==> src/rtl/axi_s_pkg.sv <==
// rtl/axi_s_pkg.sv - shared types and constants for the AXI-stream packet path
package axi_s_pkg;

  // Default beat width of the packet path.
  localparam int AXI_S_DATA_WIDTH = 64;

  // Packet-level arbitration state of the inline inserter.
  typedef enum logic [1:0] {
    IDLE = 2'd0,
    MAIN = 2'd1,
    INS  = 2'd2
  } inserter_state_e;

  // Encoding of the source that won the most recent grant.
  localparam logic GRANT_MAIN = 1'b0;
  localparam logic GRANT_INS  = 1'b1;

  // Width of a packed {tdata, tkeep, tlast} beat for a given tdata width.
  function automatic int payload_width(input int data_width);
    return data_width + (data_width / 8) + 1;
  endfunction

endpackage

==> src/rtl/axi_s_skid_buffer.sv <==
// rtl/axi_s_skid_buffer.sv - two-register skid stage with registered input-side ready
module axi_s_skid_buffer
  import axi_s_pkg::*;
#(
  parameter int  DATA_WIDTH    = AXI_S_DATA_WIDTH,
  localparam int PAYLOAD_WIDTH = DATA_WIDTH + (DATA_WIDTH / 8) + 1
) (
  input  logic                     clk,
  input  logic                     rst,
  input  logic [PAYLOAD_WIDTH-1:0] s_payload,
  input  logic                     s_valid,
  output logic                     s_ready,
  output logic [PAYLOAD_WIDTH-1:0] m_payload,
  output logic                     m_valid,
  input  logic                     m_ready
);

  logic                     s_ready_q, s_ready_d;
  logic                     m_valid_q, m_valid_d;
  logic [PAYLOAD_WIDTH-1:0] m_payload_q, m_payload_d;
  logic                     skid_valid_q, skid_valid_d;
  logic [PAYLOAD_WIDTH-1:0] skid_payload_q, skid_payload_d;
  logic                     s_fire;

  assign s_fire    = s_valid && s_ready_q;
  assign s_ready   = s_ready_q;
  assign m_valid   = m_valid_q;
  assign m_payload = m_payload_q;

  // Refill the output register from the skid beat first, else from the input; park the input in the skid when stalled.
  always_comb begin
    m_valid_d      = m_valid_q;
    m_payload_d    = m_payload_q;
    skid_valid_d   = skid_valid_q;
    skid_payload_d = skid_payload_q;
    if (!m_valid_q || m_ready) begin
      if (skid_valid_q) begin
        m_valid_d    = 1'b1;
        m_payload_d  = skid_payload_q;
        skid_valid_d = 1'b0;
      end else if (s_fire) begin
        m_valid_d   = 1'b1;
        m_payload_d = s_payload;
      end else begin
        m_valid_d = 1'b0;
      end
    end else if (s_fire) begin
      skid_valid_d   = 1'b1;
      skid_payload_d = s_payload;
    end
    // Accept new input only while the overflow register will be free.
    s_ready_d = !skid_valid_d;
  end

  // Control flops: reset empties both registers and opens the input.
  always_ff @(posedge clk) begin
    if (rst) begin
      s_ready_q    <= 1'b1;
      m_valid_q    <= 1'b0;
      skid_valid_q <= 1'b0;
    end else begin
      s_ready_q    <= s_ready_d;
      m_valid_q    <= m_valid_d;
      skid_valid_q <= skid_valid_d;
    end
  end

  // Payload flops carry no reset; their contents are qualified by the valid flags.
  always_ff @(posedge clk) begin
    m_payload_q    <= m_payload_d;
    skid_payload_q <= skid_payload_d;
  end

endmodule

==> src/rtl/axi_s_inline_inserter.sv <==
// rtl/axi_s_inline_inserter.sv - merges whole insert-stream packets into the main stream at packet boundaries
module axi_s_inline_inserter
  import axi_s_pkg::*;
#(
  parameter int  DATA_WIDTH = AXI_S_DATA_WIDTH,
  localparam int KEEP_WIDTH = DATA_WIDTH / 8
) (
  input  logic                  clk,
  input  logic                  rst,
  input  logic                  insert_en,

  input  logic [DATA_WIDTH-1:0] s_packet_axis_tdata,
  input  logic [KEEP_WIDTH-1:0] s_packet_axis_tkeep,
  input  logic                  s_packet_axis_tlast,
  input  logic                  s_packet_axis_tvalid,
  output logic                  s_packet_axis_tready,

  input  logic [DATA_WIDTH-1:0] s_insert_axis_tdata,
  input  logic [KEEP_WIDTH-1:0] s_insert_axis_tkeep,
  input  logic                  s_insert_axis_tlast,
  input  logic                  s_insert_axis_tvalid,
  output logic                  s_insert_axis_tready,

  output logic [DATA_WIDTH-1:0] m_packet_axis_tdata,
  output logic [KEEP_WIDTH-1:0] m_packet_axis_tkeep,
  output logic                  m_packet_axis_tlast,
  output logic                  m_packet_axis_tvalid,
  input  logic                  m_packet_axis_tready,

  output logic [31:0]           main_pkt_count,
  output logic [31:0]           ins_pkt_count
);

  localparam int PAYLOAD_WIDTH = DATA_WIDTH + KEEP_WIDTH + 1;

  inserter_state_e          state_q, state_d;
  logic                     last_grant_q, last_grant_d;
  logic [31:0]              main_pkt_count_q, main_pkt_count_d;
  logic [31:0]              ins_pkt_count_q, ins_pkt_count_d;

  logic                     sel_active;
  logic                     sel_ins;
  logic                     src_valid;
  logic                     src_last;
  logic [PAYLOAD_WIDTH-1:0] src_payload;
  logic                     skid_s_ready;
  logic                     beat_fire;
  logic [PAYLOAD_WIDTH-1:0] skid_m_payload;

  // Pick the source that owns the path: a fresh grant in IDLE, otherwise the packet in progress.
  always_comb begin
    sel_active = 1'b0;
    sel_ins    = 1'b0;
    case (state_q)
      IDLE: begin
        if (insert_en && s_insert_axis_tvalid &&
            (last_grant_q == GRANT_MAIN || !s_packet_axis_tvalid)) begin
          sel_active = 1'b1;
          sel_ins    = 1'b1;
        end else if (s_packet_axis_tvalid) begin
          sel_active = 1'b1;
        end
      end
      MAIN: begin
        sel_active = 1'b1;
      end
      INS: begin
        sel_active = 1'b1;
        sel_ins    = 1'b1;
      end
      default: begin
        sel_active = 1'b0;
      end
    endcase
  end

  // Input mux: forward the selected source's beat untouched into the skid stage.
  always_comb begin
    src_valid   = 1'b0;
    src_last    = 1'b0;
    src_payload = {s_packet_axis_tdata, s_packet_axis_tkeep, s_packet_axis_tlast};
    if (sel_active && !rst) begin
      src_valid = sel_ins ? s_insert_axis_tvalid : s_packet_axis_tvalid;
    end
    if (sel_ins) begin
      src_last    = s_insert_axis_tlast;
      src_payload = {s_insert_axis_tdata, s_insert_axis_tkeep, s_insert_axis_tlast};
    end else begin
      src_last = s_packet_axis_tlast;
    end
  end

  assign beat_fire = src_valid && skid_s_ready;

  // Only the owning source sees the skid ready; held low throughout reset.
  assign s_packet_axis_tready = !rst && sel_active && !sel_ins && skid_s_ready;
  assign s_insert_axis_tready = !rst && sel_active && sel_ins && skid_s_ready;

  // Commit a grant only when its first beat moves; a tlast beat closes the packet and bumps its counter.
  always_comb begin
    state_d          = state_q;
    last_grant_d     = last_grant_q;
    main_pkt_count_d = main_pkt_count_q;
    ins_pkt_count_d  = ins_pkt_count_q;
    if (state_q != IDLE && state_q != MAIN && state_q != INS) begin
      state_d = IDLE;
    end
    if (beat_fire) begin
      if (state_q == IDLE) begin
        last_grant_d = sel_ins ? GRANT_INS : GRANT_MAIN;
      end
      if (src_last) begin
        state_d = IDLE;
        if (sel_ins) begin
          ins_pkt_count_d = ins_pkt_count_q + 32'd1;
        end else begin
          main_pkt_count_d = main_pkt_count_q + 32'd1;
        end
      end else begin
        state_d = sel_ins ? INS : MAIN;
      end
    end
  end

  // State and counters; last_grant resets to INS so the main stream wins the first contention.
  always_ff @(posedge clk) begin
    if (rst) begin
      state_q          <= IDLE;
      last_grant_q     <= GRANT_INS;
      main_pkt_count_q <= 32'd0;
      ins_pkt_count_q  <= 32'd0;
    end else begin
      state_q          <= state_d;
      last_grant_q     <= last_grant_d;
      main_pkt_count_q <= main_pkt_count_d;
      ins_pkt_count_q  <= ins_pkt_count_d;
    end
  end

  assign main_pkt_count = main_pkt_count_q;
  assign ins_pkt_count  = ins_pkt_count_q;

  axi_s_skid_buffer #(
    .DATA_WIDTH(DATA_WIDTH)
  ) u_skid (
    .clk      (clk),
    .rst      (rst),
    .s_payload(src_payload),
    .s_valid  (src_valid),
    .s_ready  (skid_s_ready),
    .m_payload(skid_m_payload),
    .m_valid  (m_packet_axis_tvalid),
    .m_ready  (m_packet_axis_tready)
  );

  assign {m_packet_axis_tdata, m_packet_axis_tkeep, m_packet_axis_tlast} = skid_m_payload;

endmodule

==> config.mk <==
export PLATFORM = sky130hd
export DESIGN_NAME = axi_s_inline_inserter
export DESIGN_NICKNAME = d
export VERILOG_FILES = /design/src/rtl/axi_s_pkg.sv /design/src/rtl/axi_s_skid_buffer.sv /design/src/rtl/axi_s_inline_inserter.sv
export SDC_FILE = /design/constraint.sdc
export NUM_CORES = 1
export LEC_CHECK = 0
export CAP_MARGIN = 20
export CORE_MARGIN = 2
export CORE_UTILIZATION = 50
export CTS_CLUSTER_DIAMETER = 200
export DETAILED_ROUTE_END_ITERATION = 8
export PLACE_DENSITY = 0.86
export SYNTH_ARGS = -nofsm -noshare
export SYNTH_HDL_FRONTEND = slang
export SYNTH_SLANG_ARGS = --single-unit
==> constraint.sdc <==
create_clock -name clk -period 16.99 [get_ports clk]
set_input_delay 2.5485 -clock clk [delete_from_list [all_inputs] [get_ports clk]]
set_output_delay 2.5485 -clock clk [all_outputs]
set_load 0.05 [all_outputs]
==> qor.txt <==
Critical path class: in2out
Post-synth EDFFs: 146
Most common cell in the netlist: mux2_2
H-tree depth: 1
CP max FO: 73
Clk sinks: 216
First-pass GRT wire length: 35890 µm
TritonCTS Buffers: 23
Post-CTS setup buffer count: 0
Final min period: 7265 ps
Max_cap viols: 0
Final Instance Area: 13530 µm²
Final nets: 1181
Synth area leaders: edfxtp_1 (46%), mux2_2 (17%), dfxtp_1 (15%)
Outcome: completed
Critical Path AT: 4720 ps
Clock Latency Late Sink: 510 ps
DR WL/cell: 18.61 µm
Cell count after synthesis: 737
First-iteration detailed-routing DRC count: 363
CTS Buffer Depth: 3
Drt via density: 5.564
Worst-Margin Slew: 1079 ps
Clock root cell: clkbuf_16
Top cell type's share of synthesized area: 45.65%
RSZ-0062 raised after global routing: false
Startpoint Class: input pin
Worst IR Drop VDD: 0.00006028 V
First-pass iteration count of the detailed router: 5
Hold Vio Cnt, Final: 0
Largest net degree at the start of global routing: 76
Commonest cells post-synth: mux2_2 (148), edfxtp_1 (146), dfxtp_1 (70), a21oi_1 (41), nor2_1 (38)
Core area: 18770 µm²
Count of cell types in the netlist: 48
Worst-path cell chain: buf_2 -> buf_4 -> nor3b_4 -> and2_1 -> and3_1 -> clkdlybuf4s50_1
Power Dens Cells: 97.12 nW/µm²
CTS tree: built
Gr usage total: 22.30%
Final setup fails: 0
GPL Wtd Cong: 0.8686
Routed length on met2: 11680 µm
Mapped Nets: 894
Clk_skew: 14.51 ps
Worst Hold Class: reg2reg
Area leader, netlist: edfxtp_1
Die Y: 142.6 µm
Pins Over Slew Limit: 0
Static Leak: 0.004424 µW
Ys Warns: 0
Final HPWL DP: 16360 µm
R2R Setup Slk: 14000 ps
Die Span X: 142.6 µm
Die area: 20330 µm²
Initial core utilization: 51.17%
GRT overflow: 0
Syn Std Cell Area: 9604 µm²
Fin crit share: 42.76%
WL met1: 9288 µm
Top routing layer in use: met4
Area growth from synthesis to layout: 40.89%
Crit end category: output pin
Number of global-route vias before repair: 6760
Sequential share of the synthesized area: 60.24%
Remaining antenna violation count: 0
Post-synthesis async set-or-reset flop share: 0%
Initial antenna violation count: 1
Vias: 7100
IO buf count: 291
Max Freq: 0.1376 GHz
Post-synthesis area per instance: 13.03 µm²
Rows: 50
Clock-pin slew on the worst setup and hold paths: 60 ps
Share of cells above drive strength 1: 19.31%
Io pins: 292
Main synth FF type: edfxtp_1
Fin Setup TNS: 0 ps
Post-DP Area: 12720 µm²
Yosys reg bits: 216
Routed wire length: 23740 µm
CP max stage delay: 810 ps
Met3 Wirelength: 2195 µm
Relative slew slack: 28.04%
Remaining DRCs: 0
Worst Path Required: 14440 ps
CTS Hold Bufs: 0
Post-CTS Resized: 0
Slowest-stage cell, CP: clkdlybuf4s50_1
[worst max-delay path: cells and delay by family]
family                 cells  cell delay (ps)
AND/OR/NAND/NOR            3              900
buffers and inverters      3             1230
[power breakdown]
group          switching [µW]  internal [µW]
registers                5.35            587
clock network             202            328
logic                     105           87.6
total                     312           1000
[sequential cells by signal (all words and copies together) (netlist names)]
signal                 count
last_grant_q               1
u_skid.m_valid             1
u_skid.skid_payload_q     73
ins_pkt_count             32
u_skid.skid_valid_q        1
main_pkt_count            32
u_skid.s_ready             1
state_q                    2
u_skid.m_payload          73
[path summary, 6_finish.rpt]
| kind | from | to | cells past startpoint |
|---|---|---|---|
| worst max-delay path | rst | s_packet_axis_tready | 6 |
| worst min-delay path | main_pkt_count[31] | main_pkt_count[31] | 2 |
| worst max register to register | state_q[0] | main_pkt_count[25] | 7 |
| worst min register to register | main_pkt_count[31] | main_pkt_count[31] | 2 |
[kinds of logic (layout without fill, tap and decap cells)]
family | after synthesis | count (layout) | share of synthesized area [%]
XOR/XNOR | 24 | 24 | 2.189
flip-flops | 216 | 216 | 60.24
multiplexers | 149 | 149 | 17.46
AND/OR/NAND/NOR | 205 | 205 | 12.05
buffers and inverters | 50 | 354 | 2.189
other | 0 | 1 | 0
adder cells (fa/ha/maj) | 5 | 5 | 0.6514
AO/OA/AOI/OAI | 88 | 88 | 5.224
[through the flow]
stage          hold WS (ps)  setup slack [ps]  std cells  utilization, %  total power [µW]
2_1_floorplan         451.0              7877        737               -             716.0
3_3_place_gp          473.4              9743       1233           67.79             791.9
3_5_place_dp          487.1              9749       1233           67.79             796.2
4_1_cts               494.8              9742       1275           72.09              1326
5_1_grt               533.4              9623       1276           72.10              1359
6_report              490.4              9725       1276           72.10              1314
[layout make-up]
cell class	instances	area, µm²
Sequential cell	216	5789
Fill cell	1266	5236
Multi-Input combinational cell	471	3643
Timing Repair Buffer	294	2930
Clock buffer	25	593.1
Tap cell	234	292.8
Clock inverter	17	212.7
Inverter	18	67.56
Antenna cell	1	2.502
[routing by layer]
metal / up-vias / global-route usage, %
li1: 3395 / -
met1: 3363 / 27.85
met2: 303 / 38.56
met3: 39 / 5.686
met4: 0 / 6.097
met5: - / 0
[placed cells by master, fill, tap and decap left out, types with 15 or more instances in the layout]
cell type	n
inv_1	18
or3_1	28
nand3_1	24
clkbuf_16	23
nor2_1	38
edfxtp_1	146
xnor2_1	15
nand2_1	27
nand4_1	25
mux2_2	148
o21ai_0	27
clkdlybuf4s50_1	290
a21oi_1	41
dfxtp_1	69
Note: power is estimated with default switching activity, not from simulation.
